File: src/rtl/tc_pkg.sv
// Shared types and default constants for the antenna time-constant excitation path.
// The measurement block imports TC_CHARGE_MAX from here so both sides agree on the
// charge-phase timeout.
package tc_pkg;

    typedef enum logic [2:0] {
        StIdle,
        StDeadC,
        StCharge,
        StDeadD,
        StDischarge
    } tc_state_e;

    localparam int unsigned TC_CHARGE_MAX  = 4095;
    localparam int unsigned TC_DEAD_CYCLES = 4;
    localparam int unsigned TC_DIS_CYCLES  = 1000;
    localparam int unsigned TC_DIS_MAX     = 8191;

    // Width needed to hold values 0..max_val.
    function automatic int unsigned cnt_width(input int unsigned max_val);
        return (max_val < 1) ? 1 : $clog2(max_val + 1);
    endfunction

endpackage

File: src/rtl/sync_2ff.sv
// Generic two-flop synchroniser for a single asynchronous level signal.
// Ports:
//   clk   - destination clock
//   reset - synchronous, active-high; both flops clear to 0
//   d     - asynchronous input
//   q     - synchronised output, two clk cycles behind d
module sync_2ff (
    input  logic clk,
    input  logic reset,
    input  logic d,
    output logic q
);

    logic meta;

    always_ff @(posedge clk) begin
        if (reset) begin
            meta <= 1'b0;
            q    <= 1'b0;
        end else begin
            meta <= d;
            q    <= meta;
        end
    end

endmodule

File: src/rtl/tc_excite.sv
// Antenna RC excitation sequencer. Repeats charge -> dead time -> discharge -> dead time
// while enable is high. The ant_out rising edge is the start event for the measurement
// block; charge ends on meas_valid, on enable dropping, or on a timeout.
// Ports:
//   clk_100    - 100 MHz system clock
//   reset      - synchronous, active-high
//   enable     - run continuous excitation cycles while high
//   ant_in     - asynchronous comparator output, high = threshold crossed
//   meas_valid - one-cycle pulse: charge result captured by the measurement block
//   ant_out    - charge drive (registered)
//   ant_dis    - discharge drive, high = pull antenna to ground (registered)
//   busy       - high in every state except idle
//   timeout    - one-cycle pulse, first cycle after a charge that hit CHARGE_MAX
//   dis_fault  - one-cycle pulse, first cycle after a discharge that hit DIS_MAX
//                with the antenna still above threshold
//   cycle_cnt  - completed excitation cycles, wraps
module tc_excite
    import tc_pkg::*;
#(
    parameter int unsigned CHARGE_MAX  = TC_CHARGE_MAX,
    parameter int unsigned DEAD_CYCLES = TC_DEAD_CYCLES,
    parameter int unsigned DIS_CYCLES  = TC_DIS_CYCLES,
    parameter int unsigned DIS_MAX     = TC_DIS_MAX,
    parameter int unsigned CNT_BITS    = 16
) (
    input  logic                clk_100,
    input  logic                reset,
    input  logic                enable,
    input  logic                ant_in,
    input  logic                meas_valid,
    output logic                ant_out,
    output logic                ant_dis,
    output logic                busy,
    output logic                timeout,
    output logic                dis_fault,
    output logic [CNT_BITS-1:0] cycle_cnt
);

    localparam int unsigned CHG_W  = cnt_width(CHARGE_MAX);
    localparam int unsigned DEAD_W = cnt_width(DEAD_CYCLES);
    localparam int unsigned DIS_W  = cnt_width(DIS_MAX);

    localparam logic [CHG_W-1:0]  CHG_LAST     = CHG_W'(CHARGE_MAX - 1);
    localparam logic [CHG_W-1:0]  CHG_SAT      = CHG_W'(CHARGE_MAX);
    localparam logic [DEAD_W-1:0] DEAD_LAST    = DEAD_W'(DEAD_CYCLES - 1);
    localparam logic [DEAD_W-1:0] DEAD_SAT     = DEAD_W'(DEAD_CYCLES);
    localparam logic [DIS_W-1:0]  DIS_MIN_LAST = DIS_W'(DIS_CYCLES - 1);
    localparam logic [DIS_W-1:0]  DIS_LAST     = DIS_W'(DIS_MAX - 1);
    localparam logic [DIS_W-1:0]  DIS_SAT      = DIS_W'(DIS_MAX);

    logic ant_in_s;

    sync_2ff u_sync_ant_in (
        .clk   (clk_100),
        .reset (reset),
        .d     (ant_in),
        .q     (ant_in_s)
    );

    tc_state_e           state_q, state_d;
    logic [DEAD_W-1:0]   dead_cnt_q, dead_cnt_d;
    logic [CHG_W-1:0]    chg_cnt_q, chg_cnt_d;
    logic [DIS_W-1:0]    dis_cnt_q, dis_cnt_d;
    logic [CNT_BITS-1:0] cycle_cnt_q, cycle_cnt_d;
    logic                ant_out_q, ant_out_d;
    logic                ant_dis_q, ant_dis_d;
    logic                busy_q, busy_d;
    logic                timeout_q, timeout_d;
    logic                dis_fault_q, dis_fault_d;
    logic                dis_exit;

    // Next-state logic.
    always_comb begin
        state_d     = state_q;
        timeout_d   = 1'b0;
        dis_fault_d = 1'b0;
        dis_exit    = 1'b0;

        case (state_q)
            StIdle: begin
                if (enable) begin
                    state_d = StDeadC;
                end
            end
            StDeadC: begin
                if (dead_cnt_q == DEAD_LAST) begin
                    state_d = StCharge;
                end
            end
            StCharge: begin
                // meas_valid beats an abort, and an abort suppresses the timeout pulse.
                if (meas_valid) begin
                    state_d = StDeadD;
                end else if (!enable) begin
                    state_d = StDeadD;
                end else if (chg_cnt_q == CHG_LAST) begin
                    state_d   = StDeadD;
                    timeout_d = 1'b1;
                end
            end
            StDeadD: begin
                if (dead_cnt_q == DEAD_LAST) begin
                    state_d = StDischarge;
                end
            end
            StDischarge: begin
                if (dis_cnt_q == DIS_LAST) begin
                    dis_exit    = 1'b1;
                    dis_fault_d = ant_in_s;
                end else if ((dis_cnt_q >= DIS_MIN_LAST) && !ant_in_s) begin
                    dis_exit = 1'b1;
                end
                if (dis_exit) begin
                    state_d = enable ? StDeadC : StIdle;
                end
            end
            default: begin
                state_d = StIdle;
            end
        endcase
    end

    // Phase counters restart at 0 on every state entry and saturate rather than wrap.
    always_comb begin
        dead_cnt_d = '0;
        chg_cnt_d  = '0;
        dis_cnt_d  = '0;

        if ((state_q == StDeadC || state_q == StDeadD) && (state_d == state_q)) begin
            dead_cnt_d = (dead_cnt_q == DEAD_SAT) ? dead_cnt_q : dead_cnt_q + DEAD_W'(1);
        end
        if ((state_q == StCharge) && (state_d == StCharge)) begin
            chg_cnt_d = (chg_cnt_q == CHG_SAT) ? chg_cnt_q : chg_cnt_q + CHG_W'(1);
        end
        if ((state_q == StDischarge) && (state_d == StDischarge)) begin
            dis_cnt_d = (dis_cnt_q == DIS_SAT) ? dis_cnt_q : dis_cnt_q + DIS_W'(1);
        end
    end

    // Drives are decoded from the next state so the registered pins track the state
    // register exactly; the dead states keep both drives low.
    always_comb begin
        ant_out_d   = (state_d == StCharge);
        ant_dis_d   = (state_d == StIdle) || (state_d == StDischarge);
        busy_d      = (state_d != StIdle);
        cycle_cnt_d = dis_exit ? cycle_cnt_q + CNT_BITS'(1) : cycle_cnt_q;
    end

    always_ff @(posedge clk_100) begin
        if (reset) begin
            state_q     <= StIdle;
            dead_cnt_q  <= '0;
            chg_cnt_q   <= '0;
            dis_cnt_q   <= '0;
            cycle_cnt_q <= '0;
            ant_out_q   <= 1'b0;
            ant_dis_q   <= 1'b1;
            busy_q      <= 1'b0;
            timeout_q   <= 1'b0;
            dis_fault_q <= 1'b0;
        end else begin
            state_q     <= state_d;
            dead_cnt_q  <= dead_cnt_d;
            chg_cnt_q   <= chg_cnt_d;
            dis_cnt_q   <= dis_cnt_d;
            cycle_cnt_q <= cycle_cnt_d;
            ant_out_q   <= ant_out_d;
            ant_dis_q   <= ant_dis_d;
            busy_q      <= busy_d;
            timeout_q   <= timeout_d;
            dis_fault_q <= dis_fault_d;
        end
    end

    assign ant_out   = ant_out_q;
    assign ant_dis   = ant_dis_q;
    assign busy      = busy_q;
    assign timeout   = timeout_q;
    assign dis_fault = dis_fault_q;
    assign cycle_cnt = cycle_cnt_q;

endmodule

File: config.mk
export PLATFORM = sky130hd
export DESIGN_NAME = tc_excite
export DESIGN_NICKNAME = d
export VERILOG_FILES = /design/src/rtl/tc_pkg.sv /design/src/rtl/sync_2ff.sv /design/src/rtl/tc_excite.sv
export SDC_FILE = /design/constraint.sdc
export NUM_CORES = 1
export LEC_CHECK = 0
export CORE_ASPECT_RATIO = 1.2
export CORE_MARGIN = 5
export CORE_UTILIZATION = 45
export CTS_CLUSTER_DIAMETER = 120
export DETAILED_ROUTE_END_ITERATION = 12
export GPL_TIMING_DRIVEN = 0
export PLACE_DENSITY_LB_ADDON = 0.2
export SLEW_MARGIN = 20
export SYNTH_ARGS = -nofsm -noshare
export SYNTH_HDL_FRONTEND = slang
export SYNTH_SLANG_ARGS = --single-unit
File: constraint.sdc
create_clock -name clk_100 -period 2.45 [get_ports clk_100]
set_clock_uncertainty 0.15 [all_clocks]
set_input_delay 0.245 -clock clk_100 [delete_from_list [all_inputs] [get_ports clk_100]]
set_output_delay 0.245 -clock clk_100 [all_outputs]
set_load 0.05 [all_outputs]
==> reports/qor.yml <==
fin_total_pwr_mw: 1.664
core_area_um2: 5668
rsz0062_at_grt: "no"
peakVddDrop_v: 0.0003864
detail_route.wl_per_cell_um: 12.64
pin_count: 26
netlist_instances: 308
cp-endpoint: "cycle_cnt[2]$_SDFFE_PP0P_"
clock_sinks: 54
vias: 2276
r2r_slack_ps: 170
die_w_um: 79.69
worst-setup-path-type: "flip-flop to flip-flop"
first_pass_iters: 4
drcViolationCount: 0
max_freq_mhz: 438.6
grt_usage_pct: 14.99
cp-start-kind: "flip-flop"
setup_tns_ps: 0
multiInputGateArea_um2: 1448
register_area_um2: 1086
place_ws_ps: -263.7
min_period_over_period_pct: 93.07
maxCapViolations: 0
r2r_start: "dis_cnt_q[5]$_SDFFE_PP0P_"
htree_levels: 2
tightest_slew_ps: 739.5
fill_cells: 526
finalWorstSetupSlack_ps: 169.8
viasPerCell: 5.393
start_util_pct: 46.27
fin_nets: 354
drtIter0Drc: 118
instances_no_fill: 422
routed_wl_mm: 5.332
syn_area_um2: 2623
synth_flop_cell: "dfxtp_1"
diodes: 0
hp-class: "input port to flip-flop"
yosys.area.top_type_share_pct: 41.22
status: "finished clean"
synth_top_area_cell: "dfxtp_1"
slew_headroom_pct: 50.18
cts_tree: "done"
hold_viol_final: 0
synth_warnings: 0
postCtsHoldBufs: 0
final-setup-viol-count: 0
pwr_density_cell_nw_per_um2: 528.3
portBuffers: 24
dp_cells: 412
cts_max_path_buffers: 2
final_common_cell: "dfxtp_1"
rows: 30
antenna_found_initial: 0
synth_area_leaders: "dfxtp_1 41%, nor2_1 5.7%, xor2_1 4.3%, a21oi_1 4.2%, ha_1 3.8%"
layout_common_cells: "52 x dfxtp_1, 40 x nor2_1, 24 x clkdlybuf4s50_1"
ant_nets: 0
required_ps: 2490
clkLatencyLatePin_ps: 300
grt_pass1_vias: 2123
syn2layout_area_growth_pct: 20.09
syn_area_per_cell_um2: 8.515
dp_hpwl_mm: 3.863
critPathArrivalTime_ps: 2320
die_y_um: 93.63
yosysUniqueCellTypes: 45
cts_inserted_buffers: 5
fin_area_um2: 3149
grt_max_degree: 17
cp_max_fo: 10
ys_ff_latch: 54
drive_above_1_share_pct: 8.772
cellLeakagePower_nw: 0.9916
maxSlewViolCount: 0
grt_overflow_total: 0
end_kind: "flip-flop"
crit_path_start: "dis_cnt_q[5]$_SDFFE_PP0P_"
reg2reg_to: "cycle_cnt[2]$_SDFFE_PP0P_"
period_needed_ps: 2280
gp_congestion: 0.7832
die-area_um2: 7461
grt_pass1_wl_mm: 9.266
place_area_um2: 2963
synthArstFlopShare_pct: 0
synth_edf_count: 0
syn-num-nets: 321
cts-root-buf: "clkbuf_8"
yosysSeqAreaShare_pct: 41.22
rr_worst_depth: 7
cts.clk_slew.worst_paths_ps: 90
## cell families after synthesis
kind of cell / share of synthesized area (%)
AOI/OAI and AO/OA: 15.98
DFF: 41.22
muxes: 1.193
buffers and inverters: 4.342
and+or+nand+nor: 27.10
adders and majority gates: 3.817
xor gates and xnor gates: 6.345
## flip-flops by register name, indices dropped and copies added (netlist names), 3 cells and up
name        count
chg_cnt_q      12
cycle_cnt      16
dead_cnt_q      3
dis_cnt_q      13
state_q         3
## per-stage QoR
stage	hold slack [ps]	util, %
detailed placement	282.0	52.27
global route	211.8	55.56
global placement	272.3	52.27
finish	202.7	55.56
floorplan	223.2	-
CTS	186.3	55.03
## power by group
group / total [mW] / leakage [nW] / internal, mW / switching (mW)
Combinational: 0.0574 / 0.483 / 0.0217 / 0.0357
Clock: 0.720 / 0.0714 / 0.436 / 0.284
Sequential: 0.887 / 0.438 / 0.883 / 0.00369
## cells in the mapped netlist (7+ instances only)
| master | count |
|---|---|
| or3_1 | 10 |
| nor2_1 | 40 |
| inv_1 | 13 |
| xor2_1 | 13 |
| a21oi_1 | 22 |
| ha_1 | 8 |
| or4_1 | 8 |
| o21ai_0 | 14 |
| nand3_1 | 20 |
| nand2_1 | 21 |
| o31ai_1 | 7 |
| dfxtp_1 | 54 |
| nand4_1 | 9 |
## area by class of cell
class,instances,share of cell area [%]
Clock inverter,2,1.907
Tap cell,80,3.178
Timing Repair Buffer,26,8.105
Sequential cell,54,34.49
Buffer,12,2.185
Inverter,13,1.549
Multi-Input combinational cell,229,45.97
Clock buffer,6,2.622
## worst max-delay path: stages (launching register included)
cell      delay, ps
dfxtp_1         420
nand3_2         240
o41ai_4         390
buf_4           190
o211ai_1        110
buf_2           210
nor2_1          140
mux2_1          330
## timing repair
item,CTS,global route
pin swaps,1,2
buffers inserted,1,1
resized for setup,4,5
endpoints found under the setup margin,24,21
## how the worst min path moves through the flow
stage,slack [ps],cells after the start,to,start
floorplan,220,1,u_sync_ant_in.meta$_SDFF_PP0_,ant_in
global placement,270,1,u_sync_ant_in.q$_SDFF_PP0_,u_sync_ant_in.meta$_SDFF_PP0_
detailed placement,280,1,u_sync_ant_in.q$_SDFF_PP0_,u_sync_ant_in.meta$_SDFF_PP0_
CTS,190,2,u_sync_ant_in.q$_SDFF_PP0_,reset
global route,210,2,u_sync_ant_in.q$_SDFF_PP0_,reset
finish,200,2,u_sync_ant_in.q$_SDFF_PP0_,reset
## metal layers
layer	track usage, %	vias up	share of wire, %	wire length (um)
li1	-	1173	-	-
met1	19.57	1063	48	2569
met2	25.63	36	48	2573
met3	2.408	4	2.9	156
met4	3.582	0	0.64	34
met5	0	-	0	0
Power figures use the tool's default switching activity.
==> RTL change: new RTL, config.mk and constraints unchanged <==
The output `ant_out` loses its register stage (`ant_out_q` becomes a continuous assignment).
--- a/src/rtl/tc_excite.sv
+++ b/src/rtl/tc_excite.sv
@@ -154,5 +154,4 @@
             dis_cnt_q   <= '0;
             cycle_cnt_q <= '0;
-            ant_out_q   <= 1'b0;
             ant_dis_q   <= 1'b1;
             busy_q      <= 1'b0;
@@ -165,5 +164,4 @@
             dis_cnt_q   <= dis_cnt_d;
             cycle_cnt_q <= cycle_cnt_d;
-            ant_out_q   <= ant_out_d;
             ant_dis_q   <= ant_dis_d;
             busy_q      <= busy_d;
@@ -172,4 +170,6 @@
         end
     end
+
+    assign ant_out_q = ant_out_d;
 
     assign ant_out   = ant_out_q;
Formal check against the unedited RTL: not equivalent (Yosys sat finds a counterexample within 10 cycles, from zero or initial values and one cycle with reset high).
==> RTL change against the original RTL <==
  * Routed wire length grew 0.36%
  * Utilization fell by 0.99 points
  * Total power down 7.6%
  * Combinational power shrank 13%
  * Design area shrank 2.4%
  * First-iteration DRC count rose by 3.4%
  * Sequential cell count decreased by 1
  * Worst setup slack is essentially flat
  * Area after synthesis down 0.72%
  * Critical path type unchanged
  * Critical endpoint is now busy
  * Largest cell class unchanged
  * Largest power group unchanged
==> RTL change: results (changes against the original RTL) <==
Detailed routing
  • Initial DRC Count: 122 (+3.4%)
  • DR WL/cell: 13.4 um (+6.4%)
  • DR pass1 iterations: 4 (unchanged)
  • Routed vias/inst: 5.65 (+4.8%)

Final layout
  • Antenna cells: 0 (unchanged)
  • Nets@finish: 346 (-2.3%)
  • Finished Layout Cells: 398 (-5.7%)
  • Share of layout cells above drive strength 1: 0.0868 (-0.000893)
  • Max FFs per register: 16 (unchanged)

Hold path
  • HP Class: reg -> reg
  • Hold Crit Start: u_sync_ant_in.meta

Synth
  • EDFF count, synth: 0 (unchanged)
  • Synth Area in XOR/XNOR: 0.0639 (+0.000457)
  • Compound-Gate Fraction of Synth Area: 0.151 (-0.00846)
  • Synth top area cells: dfxtp_1, nor2_1, a21oi_1, xor2_1, ha_1
  • Syn Nets: 313 (-2.5%)
  • Seq/Total Area, Yosys: 0.407 (-0.00472)
  • Post-Synth Adder-Cell Area: 0.0384 (+0.000275)
  • Yosys cell types: 47 (+4.4%)
  • Multiplexer share of the synthesized area: 0.00432 (-0.00760)
  • YS warnings: 0 (unchanged)
  • Synth cell count leaders: dfxtp_1, nor2_1, a21oi_1
  • Post-synthesis instance total: 300 (-2.6%)

Power and ir drop
  • LEAKAGE: 1.00 nW (+0.84%)
  • VDD IR max: 0.336 mV (-13%)

Setup path
  • Worst Path Arrival: 2360 ps (+40 ps)
  • Slowest-stage cell, CP: dfxtp_1
  • R2R Path Start: dis_cnt_q[0]
  • Crit-path max FO: 10 (unchanged)
  • CP top delay family: compound AO/OA/AOI/OAI gates
  • Max incr delay on CP: 400 ps (-20 ps)

Global route
  • Vias in the first global route: 2157 (+1.6%)
  • First-pass GRT wire length: 9.83 mm (+6.1%)
  • Antenna violations before repair: 0 (unchanged)
  • Aggregate global-route resource usage: 0.159 (+0.00915)

Placed design
  • DP Cell Count: 389 (-5.6%)
  • DP Area: 2940 um2 (-0.80%)
  • I/O Buffers: 25 (+4.2%)
  • Hpwl dp: 3.97 mm (+2.9%)
  • Setup WS pre-CTS: -248 ps (+16.0 ps)
  • RD Place Congestion: 0.805 (+2.8%)

Clocking
  • Clock buffer depth: 2 (unchanged)
  • Clock slew seen by the registers of the worst setup and hold paths: 100 ps
  • Clk root buf: clkbuf_8
  • CTS Buf Count: 5 (unchanged)
  • # H-tree levels: 2 (unchanged)

Status
  • Status: completed

Job
  • Max-cap check violation count: 0 (unchanged)

STA
  • Worst-Margin Slew: 519 ps (-220 ps)
## RTL change: cell types whose count changed after synthesis, sizes merged, moves of 4 or more
cell and delta:
and3 +6, and4 +5, inv -5, nand2 -5, nor2 -6, nor3 +7
nor4 -5, o21ai -6, o31ai +6, or3 -5, or4 +4
## RTL change: cell type report
type | instances | area (um2)
fill | 526 | 2560
tap | 64 | 80.1
timing repair buffer | 26 | 253
clock inverter | 2 | 37.5
sequential | 53 | 1060
inverter | 8 | 30.0
buffer | 14 | 80.1
clock buffer | 6 | 82.6
multi-input combinational | 225 | 1450
## RTL change: final timing paths
check | endpoint | slack (ps) | cells past startpoint
setup / recovery | busy | 170 | 8
hold / removal | u_sync_ant_in.q | 300 | 1
setup reg to reg | busy | 170 | 8
hold reg to reg | u_sync_ant_in.q | 300 | 1
## RTL change: layer usage
layer  track usage  vias to the layer above  routed length [um]
li1              -                     1166                   -
met1         0.200                     1045                2490
met5             0                        -                   0
met2         0.271                       30                2600
met3        0.0279                        8                 177
met4        0.0544                        0                  89
## RTL change: power breakdown
part           switching [mW]  leakage (nW)  internal [mW]
clock                   0.282        0.0574          0.332
sequential            0.00524         0.428          0.868
combinational          0.0298         0.514         0.0201
total                   0.317          1.00           1.22
## RTL change: timing repair
| item | CTS | global route |
|---|---|---|
| buffers inserted | 1 | 0 |
| setup endpoints to repair | 11 | 16 |
| pin swaps | 1 | 1 |
| gates resized for setup | 3 | 5 |
## RTL change: kinds of logic after synthesis
logic type      count (synthesis)
simple gates                  137
compound gates                 60
flops                          53
buf+inv                        22
xor+xnor                       19
fa+ha+maj                       8
mux                             1
